$ cat src/rtl/mips_pipeline_exmem_control.sv
// EX/MEM boundary control: sequences single-cycle and iterative mult/div instructions
// into the ExMem register, stalling the front end while the iterative unit runs.
module mips_pipeline_exmem_control #(
   parameter int unsigned MULT_CYCLES = 4,
   parameter int unsigned DIV_CYCLES  = 32
) (
   input  logic       clock,
   input  logic       reset,
   input  logic       exValid,
   input  logic [1:0] exKind,
   input  logic       memStall,
   input  logic       flush,
   output logic       exMemLoad,
   output logic       exMemBubble,
   output logic       exStall,
   output logic       unitStart,
   output logic       unitAbort,
   output logic       busy,
   output logic [5:0] cycleCount
);

   typedef enum logic [1:0] {
      IDLE = 2'd0,
      RUN  = 2'd1,
      DONE = 2'd2
   } state_t;

   localparam logic [5:0] MULT_LOAD = 6'(MULT_CYCLES - 1);
   localparam logic [5:0] DIV_LOAD  = 6'(DIV_CYCLES - 1);

   state_t     state_q, state_d;
   logic [5:0] count_q, count_d;
   logic       is_iter;
   logic       is_div;

   // Kind 11 is reserved and falls through as single-cycle.
   assign is_iter = (exKind == 2'b01) || (exKind == 2'b10);
   assign is_div  = (exKind == 2'b10);

   always_comb begin
      state_d     = state_q;
      count_d     = count_q;
      exMemLoad   = !memStall;
      exMemBubble = 1'b1;
      exStall     = 1'b0;
      unitStart   = 1'b0;
      unitAbort   = 1'b0;
      busy        = (state_q != IDLE);

      case (state_q)
         IDLE: begin
            count_d = 6'd0;
            if (!flush && exValid) begin
               if (is_iter) begin
                  exStall = 1'b1;
                  if (!memStall) begin
                     unitStart = 1'b1;
                     count_d   = is_div ? DIV_LOAD : MULT_LOAD;
                     state_d   = RUN;
                  end
               end else begin
                  exMemBubble = 1'b0;
                  exStall     = memStall;
               end
            end
         end
         RUN: begin
            // Flush takes priority over the counter reaching its last cycle.
            if (flush) begin
               unitAbort = 1'b1;
               count_d   = 6'd0;
               state_d   = IDLE;
            end else begin
               exStall = 1'b1;
               if (count_q <= 6'd1) begin
                  count_d = 6'd0;
                  state_d = DONE;
               end else begin
                  count_d = count_q - 6'd1;
               end
            end
         end
         DONE: begin
            if (flush) begin
               unitAbort = 1'b1;
               count_d   = 6'd0;
               state_d   = IDLE;
            end else begin
               exMemBubble = 1'b0;
               exStall     = memStall;
               if (!memStall) begin
                  state_d = IDLE;
               end
            end
         end
         default: begin
            count_d = 6'd0;
            state_d = IDLE;
         end
      endcase

      // Reset silences every pulse and pushes bubbles into MEM, even mid-RUN.
      if (reset) begin
         exMemLoad   = 1'b1;
         exMemBubble = 1'b1;
         exStall     = 1'b0;
         unitStart   = 1'b0;
         unitAbort   = 1'b0;
         busy        = 1'b0;
      end
   end

   always_ff @(posedge clock) begin
      if (reset) begin
         state_q <= IDLE;
         count_q <= 6'd0;
      end else begin
         state_q <= state_d;
         count_q <= count_d;
      end
   end

   assign cycleCount = count_q;

endmodule
$ cat config.mk
export PLATFORM = sky130hd
export DESIGN_NAME = mips_pipeline_exmem_control
export DESIGN_NICKNAME = d
export VERILOG_FILES = /design/src/rtl/mips_pipeline_exmem_control.sv
export SDC_FILE = /design/constraint.sdc
export NUM_CORES = 1
export LEC_CHECK = 0
export BUFFER_PORTS_ARGS = -buffer_cell sky130_fd_sc_hd__buf_2
export CAP_MARGIN = 20
export CORE_AREA = 4 4 42 44
export DETAILED_ROUTE_END_ITERATION = 8
export DIE_AREA = 0 0 46 48
export PLACE_DENSITY = 0.82
export SYNTH_ARGS = -nofsm -noshare
export SYNTH_HDL_FRONTEND = slang
export SYNTH_SLANG_ARGS = --single-unit
$ cat constraint.sdc
create_clock -name clock -period 2.37 [get_ports clock]
set_clock_uncertainty 0.2 [all_clocks]
set_input_delay 0.237 -clock clock [delete_from_list [all_inputs] [get_ports clock]]
set_output_delay 0.237 -clock clock [all_outputs]
set_load 0.05 [all_outputs]
==> impl_metrics.toml, run 1 <==
[power]
ir_drop_v = 0.000423
power.total_mw = 0.754
leakagePower_nw = 0.342
powerDensity_mw_per_mm2 = 925

[route]
wirelength_mm = 1.56
drt-initial-drc-count = 17
drc_errors = 0
vias = 670
post_drt_wl_per_cell_um = 13.4
first_pass_iters = 4
via_per_inst = 5.78
ant_nets = 0

[sta]
final.setup.worst_slack_ns = 0.0928
max_freq_mhz = 439
setup_violations = 0
hold_violations = 0
tightest_slew_ns = 0.339
fin_crit_ns = 2.28
post-route-period-util = 0.961
drv_slew = 0
relSlewSlack = 0.774

[final_layout]
fin_nets = 116
layout.cells.non_filler = 116
syn2layout_area_growth_pct = 22.1
drive_gt1_frac = 0.310
postLayoutCoreUtil = 0.567
nFillCells = 132
antenna_cells = 0

[global_routing]
grt_pass1_vias = 555
grt_max_degree = 16
antenna_found_initial = 0
grt_usage = 0.148
overflow = 0
grt_first_pass_wirelength_mm = 2.40

[status]
status = "completed"

[floorplan]
core_area_mm2 = 0.00144
ios = 19
initial_core_util = 0.464
die_w_um = 46
rows = 14
fp.dieArea_mm2 = 0.00221
die_h_um = 48

[yosys]
synth.distinct_cells = 33
synth_area_leaders = "dfxtp_1 (24%), ha_1 (13%), a31oi_1 (4.7%)"
yosysWarnings = 0
yosysMostFrequentCell = "dfxtp_1"
synth_edf_count = 0
synth-main-ff-cell = "dfxtp_1"
syn-cell-area_um2 = 667
netlist.area_leader.share = 0.240
syn_inst = 81
yosys-top-cells-count = "dfxtp_1 (8), ha_1 (7), inv_1 (7)"
ys_ff_latch = 8
syn_nets = 95
synth.largest_area_cell = "dfxtp_1"
synthArstFlopShare = 0
yosysSeqAreaShare = 0.240
synth.avg_cell_area_um2 = 8.23

[min_path]
hold_path.class = "in2reg"
hold_depth = 2

[run]
maxCapViolations = 0

[setup_path]
critical-path-max-stage-delay_ns = 0.32
slowest_stage = "dfxtp_1"
r2r_cells = 6
critPathKind = "reg2out"
crit_chain = "inv_1 -> ha_1 -> nand2_1 -> a21oi_1 -> nor2_1 -> nor4_2 -> buf_2"
cp_max_fo = 7
crit_required_ns = 1.93
worst_ep_arrival_time_ns = 1.84
critPathCaptureType = "output port"
start_kind = "register"

[clock_tree]
post_cts_buffers = 0
htreeDepth = 1
cts_tree = "done"
clockBufferDepth = 2
numCtsBuffers = 3
cts.sinks = 8
clock-root-buffer = "clkbuf_4"
clock_latency_ns = 0.26
path_clk_slew_ns = 0.05

[place]
gp_congestion = 0.846
io_buffers = 18
post-place-ws_ns = 0.313
dp_hpwl_mm = 1.13
dp_cells = 113
## logic make-up after synthesis
family | share of synthesized area
simple gates | 0.351
compound gates | 0.225
buf+inv | 0.0525
flops | 0.240
fa+ha+maj | 0.131
## worst max-delay path, delay by kind of cell, from the launching register on
family	cells	cell delay (ns)
AOI/OAI and AO/OA	1	0.20
adders and majority gates	1	0.29
buffers and inverters	2	0.41
DFF	1	0.32
and+or+nand+nor	3	0.37
## cells in the final DEF, fill, tap and decap left out, drive strengths merged, types with 2 or more instances in the layout
cell type and count:
a211oi 5, a31oi 5, nand4b 2, inv 7
nor2b 4, nand2b 2, buf 17, nor4 3
a21oi 5, o21ai 2, ha 7, nand2 5
clkbuf 4, or3 3, or2 2, and2b 2
nor3 2, nor2 5, dfxtp 8
## final timing paths
| kind | to | slack [ns] | startpoint |
|---|---|---|---|
| max | exStall | 0.09 | state_q[0] |
| min | cycleCount[5] | 0.15 | reset |
| max reg2reg | cycleCount[0] | 0.37 | cycleCount[0] |
| min reg2reg | cycleCount[5] | 0.33 | cycleCount[5] |
## flip-flops by register name (all words and copies together), names as in the netlist
signal and cells:
state_q 2, cycleCount 6
## per-stage QoR
stage	hold WS, ns	TNS, ns	cell area, um2
6_report	0.148	0	815
5_1_grt	0.169	-0.0144	815
4_1_cts	0.139	0	797
3_5_place_dp	0.320	0	774
3_3_place_gp	0.314	0	774
2_1_floorplan	0.235	0	673
## per-layer routing
metal / part of all wire / vias up / GRT usage
met1: 0.43 / 307 / 0.199
li1: - / 336 / -
met2: 0.49 / 22 / 0.234
met3: 0.060 / 5 / 0.0301
met5: 0 / - / 0
met4: 0.022 / 0 / 0.0511
## where the power goes
| group | internal, mW | switching [mW] | total, mW |
|---|---|---|---|
| clock network | 0.0580 | 0.0472 | 0.105 |
| registers | 0.159 | 0.0262 | 0.185 |
| logic | 0.166 | 0.298 | 0.463 |
## area by class of cell
type                            count  area, um2  area share
Clock buffer                        3       22.5      0.0276
Inverter                            7       26.3      0.0323
Multi-Input combinational cell     64        493       0.605
Sequential cell                     8        160       0.197
Tap cell                           16       20.0      0.0246
Timing Repair Buffer               18       92.6       0.114
## timing repair
item                       in CTS  in global routing
setup endpoints to repair       0                  1
hold buffers                    0                  0
gates resized for setup         0                  3
Note: power is estimated with default switching activity, not from simulation.
==> run 2, diff against run 1 <==
--- a/config.mk
+++ b/config.mk
@@ -11,6 +11,7 @@
 export DETAILED_ROUTE_END_ITERATION = 8
 export DIE_AREA = 0 0 46 48
 export PLACE_DENSITY = 0.82
+export SKIP_LAST_GASP = 1
 export SYNTH_ARGS = -nofsm -noshare
 export SYNTH_HDL_FRONTEND = slang
 export SYNTH_SLANG_ARGS = --single-unit
==> constraint.sdc (replaced) <==
create_clock -name clock -period 2.37 [get_ports clock]
set_clock_uncertainty 0.2 [all_clocks]
set_input_delay 0.1185 -clock clock [delete_from_list [all_inputs] [get_ports clock]]
set_output_delay 0.1185 -clock clock [all_outputs]
set_load 0.05 [all_outputs]
==> run 2 against run 1 <==
Net effect: flip-flop and latch count stayed put; first-iteration DRC count fell by 59%; sequential power about the same; sequential share of layout area up 0.28 points; critical endpoint is now unitStart; combinational power down 2%; largest cell class unchanged.
==> impl_metrics.toml, run 2 (same netlist as run 1, synthesis figures left out) <==
[final_layout]
layout.cells.non_filler = 116
final_cell_mix = "buf_2 (18), dfxtp_1 (8), inv_1 (7), ha_1 (7)"
drive_gt1_frac = 0.310
syn2layout_area_growth_pct = 20.5
nFillCells = 136
largest_register_ffs = 6
final_common_cell = "buf_2"
seqCellArea_um2 = 160
fin_nets = 116
multi_input_area_um2 = 484
antenna_cells = 0

[route]
vias = 663
first_pass_iters = 4
drt-initial-drc-count = 7
drc_errors = 0
ant_nets = 0
wirelength_mm = 1.55
post_drt_wl_per_cell_um = 13.3
via_per_inst = 5.72

[floorplan]
die_h_um = 48
fp.dieArea_mm2 = 0.00221
die_w_um = 46
core_area_mm2 = 0.00144
rows = 14
ios = 19
initial_core_util = 0.464

[min_path]
hold_depth = 2
min_delay_worst_endpoint = "cycleCount[5]"
hold_path.class = "in2reg"
holdCritStartpoint = "reset"

[place]
dp_hpwl_mm = 1.21
io_buffers = 18
dp_cells = 113
gp_congestion = 0.827

[clock_tree]
clock-root-buffer = "clkbuf_4"
path_clk_slew_ns = 0.06
clock_latency_ns = 0.26
numCtsBuffers = 3
htreeDepth = 1
post_cts_buffers = 0
cts.sinks = 8
clockBufferDepth = 2
cts_tree = "done"

[setup_path]
critPathCaptureType = "output port"
crit_chain = "inv_1 -> ha_1 -> nand2_1 -> nor4_2 -> nor2b_1 -> buf_2"
r2r-end = "cycleCount[1]"
slowest_stage = "dfxtp_1"
critPathKind = "reg2out"
worst-path-buf-inv = 2
worst_ep_arrival_time_ns = 1.82
crit_family = "simple AND/OR/NAND/NOR gates"
crit_required_ns = 2.05
reg2reg_setup_slack_ns = 0.32
cp_max_fo = 7
critical-path-max-stage-delay_ns = 0.32
start_kind = "register"
r2r_cells = 6
r2r_start = "cycleCount[0]"

[power]
powerDensity_mw_per_mm2 = 930
leakagePower_nw = 0.341
ir_drop_v = 0.000440

[global_routing]
grt_max_degree = 16
antenna_found_initial = 0
grt_usage = 0.153
overflow = 0
grt_pass1_vias = 586
grt_first_pass_wirelength_mm = 2.48

[sta]
finalSetupTns_ns = 0
relSlewSlack = 0.788
tightest_slew_ns = 0.315
post-route-period-util = 0.904
hold_violations = 0
rsz0062_at_grt = "no"
setup_violations = 0
fin_crit_ns = 2.14
drv_slew = 0
max_freq_mhz = 467

[status]
status = "completed"

[run]
maxCapViolations = 0
## run 2: stage by stage
stage | setup slack [ns] | util | hold WS, ns | instance area (um2) | power (mW)
final | 0.227 | 0.559 | 0.0159 | 803 | 0.747
after global routing | 0.129 | 0.559 | 0.0591 | 803 | 0.809
after CTS | 0.0917 | 0.555 | 0.0184 | 797 | 0.749
after detailed placement | 0.335 | 0.539 | 0.286 | 774 | 0.641
after global placement | 0.411 | 0.539 | 0.277 | 774 | 0.628
after floorplan | 0.179 | - | 0.116 | 673 | 0.550
## run 2: what timing repair did
action	4_1_cts	5_1_grt
resized for setup	0	1
endpoints found under the setup margin	0	1
hold buffers	0	0
## run 2: area by class of cell
class / count / area share
tap: 16 / 0.0249
multi-input combinational: 64 / 0.603
clock buffer: 3 / 0.0280
timing repair buffer: 18 / 0.112
inverter: 7 / 0.0327
sequential: 8 / 0.199
## run 2: worst max-delay path by stage
stage / start / depth (start not counted) / slack [ns] / endpoint
floorplan: cycleCount[0] / 6 / 0.18 / cycleCount[0]
global placement: state_q[0] / 6 / 0.41 / unitStart
detailed placement: cycleCount[0] / 6 / 0.33 / cycleCount[0]
CTS: state_q[0] / 6 / 0.09 / unitStart
global route: state_q[0] / 7 / 0.13 / exStall
finish: state_q[0] / 6 / 0.23 / unitStart
## run 2: routing by layer
| metal | wire length (um) | vias to the layer above | GRT usage |
|---|---|---|---|
| met5 | 0 | - | 0 |
| met3 | 46 | 2 | 0 |
| li1 | - | 339 | - |
| met1 | 666 | 310 | 0.201 |
| met4 | 19 | 0 | 0.0511 |
| met2 | 813 | 12 | 0.272 |
## run 2: power breakdown
group	internal, mW	switching [mW]	total (mW)
logic	0.165	0.288	0.453
clock network	0.0582	0.0500	0.108
registers	0.159	0.0267	0.186
